`config.mk`:
```
export PLATFORM = sky130hd
export DESIGN_NAME = mem_arbiter_flat
export DESIGN_NICKNAME = d
export VERILOG_FILES = /design/src/rtl/mem_arbiter_if.sv /design/src/rtl/mem_arbiter.sv /design/src/flat_wrapper.sv
export SDC_FILE = /design/constraint.sdc
export NUM_CORES = 1
export LEC_CHECK = 0
export CORE_MARGIN = 2
export CORE_UTILIZATION = 39
export CTS_BUF_LIST = sky130_fd_sc_hd__clkbuf_4 sky130_fd_sc_hd__clkbuf_8
export DETAILED_ROUTE_END_ITERATION = 6
export PLACE_DENSITY = 0.89
export REMOVE_ABC_BUFFERS = 1
export SKIP_LAST_GASP = 1
export SLEW_MARGIN = 20
export SYNTH_ARGS = -nofsm -noshare
export SYNTH_HDL_FRONTEND = slang
export SYNTH_SLANG_ARGS = --single-unit
export TNS_END_PERCENT = 5
```
`constraint.sdc`:
```
create_clock -name clk -period 1.8 [get_ports clk]
set_input_delay 0.27 -clock clk [delete_from_list [all_inputs] [get_ports clk]]
set_output_delay 0.27 -clock clk [all_outputs]
set_load 0.03 [all_outputs]
```
`src/rtl/mem_arbiter_if.sv`:
```
// mem_arbiter_if: requester (I/D), memory and hazard-unit signals of the shared memory arbiter.
interface mem_arbiter_if #(
   parameter int DATA_WIDTH = 32,
   parameter int ADDR_WIDTH = 32
);
   logic                  i_req;
   logic [ADDR_WIDTH-1:0] i_addr;
   logic                  i_rvalid;
   logic [DATA_WIDTH-1:0] i_rdata;
   logic                  d_req;
   logic                  d_we;
   logic [ADDR_WIDTH-1:0] d_addr;
   logic [DATA_WIDTH-1:0] d_wdata;
   logic                  d_rvalid;
   logic [DATA_WIDTH-1:0] d_rdata;
   logic                  err;
   logic                  mem_req;
   logic                  mem_we;
   logic [ADDR_WIDTH-1:0] mem_addr;
   logic [DATA_WIDTH-1:0] mem_wdata;
   logic                  mem_rvalid;
   logic [DATA_WIDTH-1:0] mem_rdata;
   logic                  i_busy;
   logic                  d_busy;
   modport slave (
      input  i_req, i_addr, d_req, d_we, d_addr, d_wdata, mem_rvalid, mem_rdata,
      output i_rvalid, i_rdata, d_rvalid, d_rdata, err, mem_req, mem_we, mem_addr, mem_wdata,
             i_busy, d_busy
   );
   modport master (
      output i_req, i_addr, d_req, d_we, d_addr, d_wdata, mem_rvalid, mem_rdata,
      input  i_rvalid, i_rdata, d_rvalid, d_rdata, err, mem_req, mem_we, mem_addr, mem_wdata,
             i_busy, d_busy
   );
endinterface

```
`src/rtl/mem_arbiter.sv`:
```
// mem_arbiter: round-robin arbitration of one single-port memory between instruction fetch (I)
// and data cache (D), with a response timeout that returns an error pulse.
module mem_arbiter #(
   parameter int DATA_WIDTH     = 32,
   parameter int ADDR_WIDTH     = 32,
   parameter int TIMEOUT_CYCLES = 255
) (
   input logic          clk,
   input logic          rst_n,
   mem_arbiter_if.slave bus
);
   typedef enum logic [1:0] {IDLE, ISSUE, WAIT, RESP} state_t;
   localparam logic [7:0] CNT_LAST = 8'(TIMEOUT_CYCLES - 1);
   state_t                state_q;
   logic                  owner_q;
   logic                  prio_q;
   logic [7:0]            cnt_q;
   logic                  mem_req_q;
   logic                  mem_we_q;
   logic [ADDR_WIDTH-1:0] mem_addr_q;
   logic [DATA_WIDTH-1:0] mem_wdata_q;
   logic                  i_rvalid_q;
   logic                  d_rvalid_q;
   logic [DATA_WIDTH-1:0] i_rdata_q;
   logic [DATA_WIDTH-1:0] d_rdata_q;
   logic                  err_q;
   logic                  owner_d;
   logic [DATA_WIDTH-1:0] rdata_d;
   // owner 1 = D; prio_q names the side that wins the next tie, so D wins the first one
   assign owner_d = (bus.i_req & bus.d_req) ? prio_q : bus.d_req;
   assign rdata_d = (bus.mem_rvalid & ~mem_we_q) ? bus.mem_rdata : '0;
   always_ff @(posedge clk or negedge rst_n) begin
      if (!rst_n) begin
         state_q     <= IDLE;
         owner_q     <= 1'b0;
         prio_q      <= 1'b1;
         cnt_q       <= '0;
         mem_req_q   <= 1'b0;
         mem_we_q    <= 1'b0;
         mem_addr_q  <= '0;
         mem_wdata_q <= '0;
         i_rvalid_q  <= 1'b0;
         d_rvalid_q  <= 1'b0;
         i_rdata_q   <= '0;
         d_rdata_q   <= '0;
         err_q       <= 1'b0;
      end else begin
         case (state_q)
            IDLE: if (bus.i_req | bus.d_req) begin
               owner_q     <= owner_d;
               prio_q      <= ~owner_d;
               mem_req_q   <= 1'b1;
               mem_we_q    <= owner_d & bus.d_we;
               mem_addr_q  <= owner_d ? bus.d_addr : bus.i_addr;
               mem_wdata_q <= owner_d ? bus.d_wdata : '0;
               state_q     <= ISSUE;
            end
            ISSUE: begin
               mem_req_q <= 1'b0;
               cnt_q     <= '0;
               state_q   <= WAIT;
            end
            WAIT: if (bus.mem_rvalid || cnt_q == CNT_LAST) begin
               if (owner_q) begin
                  d_rvalid_q <= 1'b1;
                  d_rdata_q  <= rdata_d;
               end else begin
                  i_rvalid_q <= 1'b1;
                  i_rdata_q  <= rdata_d;
               end
               err_q   <= ~bus.mem_rvalid;
               state_q <= RESP;
            end else begin
               cnt_q <= cnt_q + 8'd1;
            end
            RESP: begin
               i_rvalid_q <= 1'b0;
               d_rvalid_q <= 1'b0;
               err_q      <= 1'b0;
               state_q    <= IDLE;
            end
            default: state_q <= IDLE;
         endcase
      end
   end
   assign bus.mem_req   = mem_req_q;
   assign bus.mem_we    = mem_we_q;
   assign bus.mem_addr  = mem_addr_q;
   assign bus.mem_wdata = mem_wdata_q;
   assign bus.i_rvalid  = i_rvalid_q;
   assign bus.d_rvalid  = d_rvalid_q;
   assign bus.i_rdata   = i_rdata_q;
   assign bus.d_rdata   = d_rdata_q;
   assign bus.err       = err_q;
   assign bus.i_busy    = bus.i_req & ~i_rvalid_q;
   assign bus.d_busy    = bus.d_req & ~d_rvalid_q;
endmodule
```
`src/flat_wrapper.sv`:
```
// flat-port wrapper written by rule: the top's interface ports become plain ports
module mem_arbiter_flat 
#(
   parameter int DATA_WIDTH     = 32,
   parameter int ADDR_WIDTH     = 32,
   parameter int TIMEOUT_CYCLES = 255
)
  (clk, rst_n, bus_i_req, bus_i_addr, bus_d_req, bus_d_we, bus_d_addr, bus_d_wdata, bus_mem_rvalid, bus_mem_rdata, bus_i_rvalid, bus_i_rdata, bus_d_rvalid, bus_d_rdata, bus_err, bus_mem_req, bus_mem_we, bus_mem_addr, bus_mem_wdata, bus_i_busy, bus_d_busy);
  mem_arbiter_if #(.DATA_WIDTH(DATA_WIDTH), .ADDR_WIDTH(ADDR_WIDTH)) bus_i ();
  input logic clk;
  input logic rst_n;
  input wire logic [$bits(bus_i.i_req)-1:0] bus_i_req;
  input wire logic [$bits(bus_i.i_addr)-1:0] bus_i_addr;
  input wire logic [$bits(bus_i.d_req)-1:0] bus_d_req;
  input wire logic [$bits(bus_i.d_we)-1:0] bus_d_we;
  input wire logic [$bits(bus_i.d_addr)-1:0] bus_d_addr;
  input wire logic [$bits(bus_i.d_wdata)-1:0] bus_d_wdata;
  input wire logic [$bits(bus_i.mem_rvalid)-1:0] bus_mem_rvalid;
  input wire logic [$bits(bus_i.mem_rdata)-1:0] bus_mem_rdata;
  output wire logic [$bits(bus_i.i_rvalid)-1:0] bus_i_rvalid;
  output wire logic [$bits(bus_i.i_rdata)-1:0] bus_i_rdata;
  output wire logic [$bits(bus_i.d_rvalid)-1:0] bus_d_rvalid;
  output wire logic [$bits(bus_i.d_rdata)-1:0] bus_d_rdata;
  output wire logic [$bits(bus_i.err)-1:0] bus_err;
  output wire logic [$bits(bus_i.mem_req)-1:0] bus_mem_req;
  output wire logic [$bits(bus_i.mem_we)-1:0] bus_mem_we;
  output wire logic [$bits(bus_i.mem_addr)-1:0] bus_mem_addr;
  output wire logic [$bits(bus_i.mem_wdata)-1:0] bus_mem_wdata;
  output wire logic [$bits(bus_i.i_busy)-1:0] bus_i_busy;
  output wire logic [$bits(bus_i.d_busy)-1:0] bus_d_busy;
  assign bus_i.i_req = bus_i_req;
  assign bus_i.i_addr = bus_i_addr;
  assign bus_i.d_req = bus_d_req;
  assign bus_i.d_we = bus_d_we;
  assign bus_i.d_addr = bus_d_addr;
  assign bus_i.d_wdata = bus_d_wdata;
  assign bus_i.mem_rvalid = bus_mem_rvalid;
  assign bus_i.mem_rdata = bus_mem_rdata;
  assign bus_i_rvalid = bus_i.i_rvalid;
  assign bus_i_rdata = bus_i.i_rdata;
  assign bus_d_rvalid = bus_i.d_rvalid;
  assign bus_d_rdata = bus_i.d_rdata;
  assign bus_err = bus_i.err;
  assign bus_mem_req = bus_i.mem_req;
  assign bus_mem_we = bus_i.mem_we;
  assign bus_mem_addr = bus_i.mem_addr;
  assign bus_mem_wdata = bus_i.mem_wdata;
  assign bus_i_busy = bus_i.i_busy;
  assign bus_d_busy = bus_i.d_busy;
  mem_arbiter #(.DATA_WIDTH(DATA_WIDTH), .ADDR_WIDTH(ADDR_WIDTH), .TIMEOUT_CYCLES(TIMEOUT_CYCLES)) u_core (.clk(clk), .rst_n(rst_n), .bus(bus_i));
endmodule
```
; ---- Yosys cells after proc, flatten, opt, wreduce, memory -nomap -nowiden
; Cells that the tools add are included.
[totals]
ff_bits = 145
latch_bits = 0
mem_bits_rw = 0
mem_bits_ro = 0
inputBits = 134
out_inout_bits = 135
n_memories = 0
[op_classes]
addsub = 1
n_mul = 0
n_div = 0
order_cmp = 0
eq_ne = 9
shift = 0
n_mux = 19
bitwise = 12
reduce_logical = 14
[ops]
columns = cell, count
row1 = $mux 32, 3
row2 = $pmux 8 s2, 1
row3 = $reduce_and 3->1, 4
row4 = $reduce_and 2->1, 5
row5 = $add 8x1->8 const B, 1
row6 = $eq 8x8->1 const B, 1
row7 = $mux 8, 1
row8 = $pmux 1 s2, 4
row9 = $pmux 2 s4, 1
row10 = $mux 1, 7
row11 = $ne 2x1->1 const B, 3
row12 = $not 1->1, 6
row13 = $reduce_bool 2->1, 3
row14 = $and 1x1->1, 5
row15 = $eq 2x2->1 const B, 2
row16 = $mux 2, 2
row17 = $ne 2x2->1 const B, 2
row18 = $eq 2x1->1 const B, 1
row19 = $logic_not 2->1, 1
row20 = $logic_or 1x1->1, 1
row21 = $or 1x1->1, 1

; ---- Longest topological paths before layout
[logic_depth]
ltp_word = 4
depth_mapped = 8
depth_no_buf = 6

; ---- Worst setup path before layout
; No wires, ideal clock.
[synth_timing]
kind = register to register
startpoint = reg u_core.state_q[0]
endpoint = reg u_core.cnt_q[7]
setup_time_ns = 0.140
arrival_ns = 1.714
t_required_ns = 1.660
setup_slack_ns = -0.054
stages_incl_launch_ff = 9
period_less_slack_ns = 1.854
cell_sequence = dfrtp_1 -> inv_1 -> ha_1 -> buf_2 -> inv_1 -> a211o_1 -> buf_2 -> o311ai_0 -> o41ai_1
[synth_via]
elab_chain_len = 3
[synth_lines]
columns = item, line_no
row1 = from (decl), mem_arbiter.sv:14  ; state_t state_q;
row2 = from (signal assigned), mem_arbiter.sv:34  ; state_q <= IDLE;
row3 = from (signal assigned), mem_arbiter.sv:56  ; state_q <= ISSUE;
row4 = from (signal assigned), mem_arbiter.sv:61  ; state_q <= WAIT;
row5 = $eq 2x2->1 or $eq 2x1->1 (tied branches), mem_arbiter.sv:48  ; case (state_q)
row6 = $ne 2x2->1 (no source line) or $reduce_bool 2->1 (tied branches), n/a
row7 = $reduce_and 2->1 (no source line), n/a
row8 = to (signal assigned), mem_arbiter.sv:74  ; cnt_q <= cnt_q + 8'd1;
row9 = to (decl), mem_arbiter.sv:17  ; logic [7:0] cnt_q;
; Parallel ways exist; a longest one is shown, timed or not.
; A chain may end at the register's enable or synchronous reset.

; ---- Worst setup path in the final report
[layout_timing]
startpoint = reg u_core.cnt_q[0]
endpoint = reg u_core.d_rdata_q[31], in the netlist u_core.bus.d_rdata[31]
[layout_via]
elab_chain_len = 3
[layout_lines]
columns = item, line_no
row1 = $eq 8x8->1, mem_arbiter.sv:63  ; WAIT: if (bus.mem_rvalid || cnt_q == CNT_LAST) begin
row2 = $logic_or 1x1->1, mem_arbiter.sv:63
row3 = $reduce_and 3->1 (no source line), n/a
row4 = to (signal assigned), mem_arbiter.sv:66  ; d_rdata_q <= rdata_d;
row5 = to (decl), mem_arbiter.sv:25  ; logic [DATA_WIDTH-1:0] d_rdata_q;
; Every way passes these cells.

==> results.py <==
metrics = {
    "sta": {
        "maxSlewHeadroom": 0.574,
        "fin_crit_sh": 1.02,
        "fmax_mhz": 544,
        "hold_viol": 0,
        "maxSlewViolCount": 0,
        "min_period_ns": 1.84,
        "setup_viol": 35,
        "finalSetupTns_ns": -0.633,
        "rsz0062_at_grt": "true",
        "worstMarginPinSlew_ns": 0.637,
        "finalClockSkew_ns": 0.0119,
        "whs_ns": 0.338,
        "setup_ws_ns": -0.0391,
    },
    "global_route": {
        "antenna_found_initial": 0,
        "top_usage_layer": "met2",
        "gr-usage-met3": 0.0590,
        "grt_pass1_vias": 5048,
        "global_route.usage.total": 0.204,
        "grt_overflow": 0,
        "use_met2": 0.356,
        "grt_max_degree": 53,
        "grt_pass1_wl_um": 26100,
        "grt_use_met1": 0.241,
    },
    "logic_synthesis": {
        "synth.distinct_cells": 42,
        "yosysWarningCount": 0,
        "seq_area_frac_synth": 0.611,
        "ys_ff_latch": 145,
        "yosysTopAreaCellShare": 0.606,
        "synthCells": 447,
        "syn_avg_cell_area_um2": 13.3,
        "syn-cell-area_um2": 5940,
        "synth_area_leader_cell": "dfrtp_1",
        "synth.area.top_cells": "dfrtp_1 (61%), mux2_2 (11%), a222oi_1 (5.4%)",
    },
    "job": {
        "max-cap-violations": 0,
    },
    "clock_tree": {
        "clock-sinks": 145,
        "cts_buffer_depth": 2,
        "clk_pin_slew_worst_paths_ns": 0.08,
        "cts_root_buffer": "clkbuf_8",
        "cts_buffers": 17,
        "h-tree-depth": 4,
        "cts_tree": "done",
        "clkLatencyLatePin_ns": 0.43,
    },
    "worst_setup_path": {
        "cpPeakStageDelay_ns": 0.38,
        "worstPathMaxFanout": 16,
        "crit_start": "u_core.cnt_q[0]",
        "path_class": "flip-flop to flip-flop",
        "cp.arrival_ns": 2.15,
        "r2r_slack_ns": -0.04,
        "crit_required_ns": 2.11,
        "timing.critical_path.mode_cell": "and3_4",
        "worst_path_max_delay_cell": "dfrtp_1",
        "crit_chain": "inv_1 > ha_1 > and3_4 > a21o_1 > and3_4 > clkbuf_16 > mux2_2",
        "r2r_start": "u_core.cnt_q[0]",
        "startpoint_type": "flip-flop",
        "cp-end-kind": "flip-flop",
    },
    "drt": {
        "finalWirelength_um": 17400,
        "num_vias": 4970,
        "route.detailed.drc": 3,
        "dr.pass1.iters": 7,
        "wl_per_cell_um": 18.4,
        "drtAntennaViolNets": 0,
        "initialDrtViolationCount": 328,
        "vias_per_cell": 5.26,
    },
    "power": {
        "finalPower_mw": 16.8,
        "ir_drop_uv": 997,
        "leakage_nw": 4.40,
        "power_density_nw_per_um2": 1740,
    },
    "cells_and_area": {
        "final_cell_mix": "clkdlybuf4s50_1 (264), dfrtp_1 (144), mux2_2 (59), inv_1 (35), a22o_1 (33)",
        "stdcell_area_um2": 9670,
        "area_delta_synth_final_pct": 62.7,
        "layout_commonest_cell": "clkdlybuf4s50_1",
        "antenna_cells": 0,
        "fin_util": 0.643,
        "layout.nets": 883,
        "drive_gt1_frac": 0.193,
        "fin_cells": 944,
        "fill_cells": 1077,
    },
    "status": {
        "violations": "design-rule violations, negative setup slack",
        "outcome": "finished, violations left",
    },
    "die": {
        "coreArea_um2": 15000,
        "pin_count": 269,
        "die_y_um": 127,
        "die-area_um2": 16200,
        "initial_core_util": 0.395,
        "die_x_um": 127,
        "num_rows": 45,
    },
    "placement": {
        "routabilityCongestion": 0.746,
        "hpwl_um": 12300,
        "dp.cells": 904,
        "placed_cell_area_um2": 9060,
        "place_ws_ns": -0.463,
        "io_buffers": 268,
    },
    "min_path": {
        "hp-class": "input port to async pin",
    },
}
## Yosys cell counts (all sizes together)
| library cell | count |
|---|---|
| dfrtp | 144 |
| mux2 | 64 |
| inv | 37 |
| a22o | 33 |
| a222oi | 32 |
| and2 | 32 |
| clkbuf | 15 |
| buf | 14 |
| nand2 | 11 |
| nand3 | 9 |
| o21ai | 8 |
| a21oi | 7 |
| ha | 6 |
| a21o | 5 |
| nor2b | 5 |
| or3 | 3 |
| and3 | 2 |
| nor2 | 2 |
| o311ai | 2 |
| a211o | 1 |
| a21boi | 1 |
| a31oi | 1 |
| and4 | 1 |
| dfstp | 1 |
| mux2i | 1 |
| nand2b | 1 |
| nand4 | 1 |
| nand4b | 1 |
| o211ai | 1 |
| o21ba | 1 |
| o22a | 1 |
| o2bb2ai | 1 |
| o31ai | 1 |
| o41ai | 1 |
| or4 | 1 |
## flip-flops by register name (all words and copies together), names as in the netlist
register / flops
u_core.bus.d_rdata: 32
u_core.bus.i_rdata: 32
u_core.bus.mem_addr: 32
u_core.bus.mem_wdata: 32
u_core.cnt_q: 8
u_core.state_q: 2
u_core.bus.d_rvalid: 1
u_core.bus.err: 1
u_core.bus.i_rvalid: 1
u_core.bus.mem_req: 1
u_core.bus.mem_we: 1
u_core.owner_q: 1
u_core.prio_q: 1
## worst max-delay path: cells and delay by family (launching register included)
family / cells / cell delay [ns]
AOI/OAI and AO/OA: 1 / 0.14
muxes: 1 / 0.35
DFF: 1 / 0.38
and+or+nand+nor: 2 / 0.45
adders and majority gates: 1 / 0.15
buffers and inverters: 2 / 0.26
## cells by family (layout without fill, tap and decap cells)
logic type,after synthesis,after routing,share of synthesized area
and+or+nand+nor,69,69,0.0680
adders and majority gates,6,6,0.0126
DFF,145,145,0.611
muxes,65,65,0.123
buffers and inverters,66,375,0.0488
AOI/OAI and AO/OA,96,96,0.137
## cell type report
class / count / area, um^2 / area share
Clock buffer: 21 / 283 / 0.0292
Sequential cell: 145 / 3630 / 0.375
Tap cell: 188 / 235 / 0.0243
Inverter: 37 / 139 / 0.0144
Multi-Input combinational cell: 236 / 2100 / 0.218
Timing Repair Buffer: 306 / 3150 / 0.326
Clock inverter: 11 / 129 / 0.0133
## path summary, 6_finish.rpt
path,end,cells past startpoint
max,u_core.bus.d_rdata[31],7
min,u_core.bus.i_rdata[13],2
max reg2reg,u_core.bus.d_rdata[31],7
min reg2reg,u_core.bus.i_rdata[28],1
max in group asynchronous,u_core.bus.i_rdata[28],3
min in group clk,u_core.bus.mem_wdata[0],2
## layer usage
layer  share of wire  up-vias
met5               0        -
met1            0.38     2449
met2            0.52      263
li1                -     2237
met4           0.019        0
met3           0.083       21
## where the power goes
part	leakage (nW)	internal [mW]	switching [mW]
sequential	1.88	4.58	0.809
clock	0.206	1.37	1.23
combinational	2.32	4.05	4.76
## what timing repair did
item | 4_1_cts | 5_1_grt
pin swaps | 1 | 2
hold buffers | 1 | 0
setup buffers | 1 | 2
hold endpoints to repair | 42 | 0
setup endpoints to repair | 100 | 213
resized for setup | 4 | 12
gates cloned | 0 | 4
No activity file was read; power rests on OpenSTA's default activity.
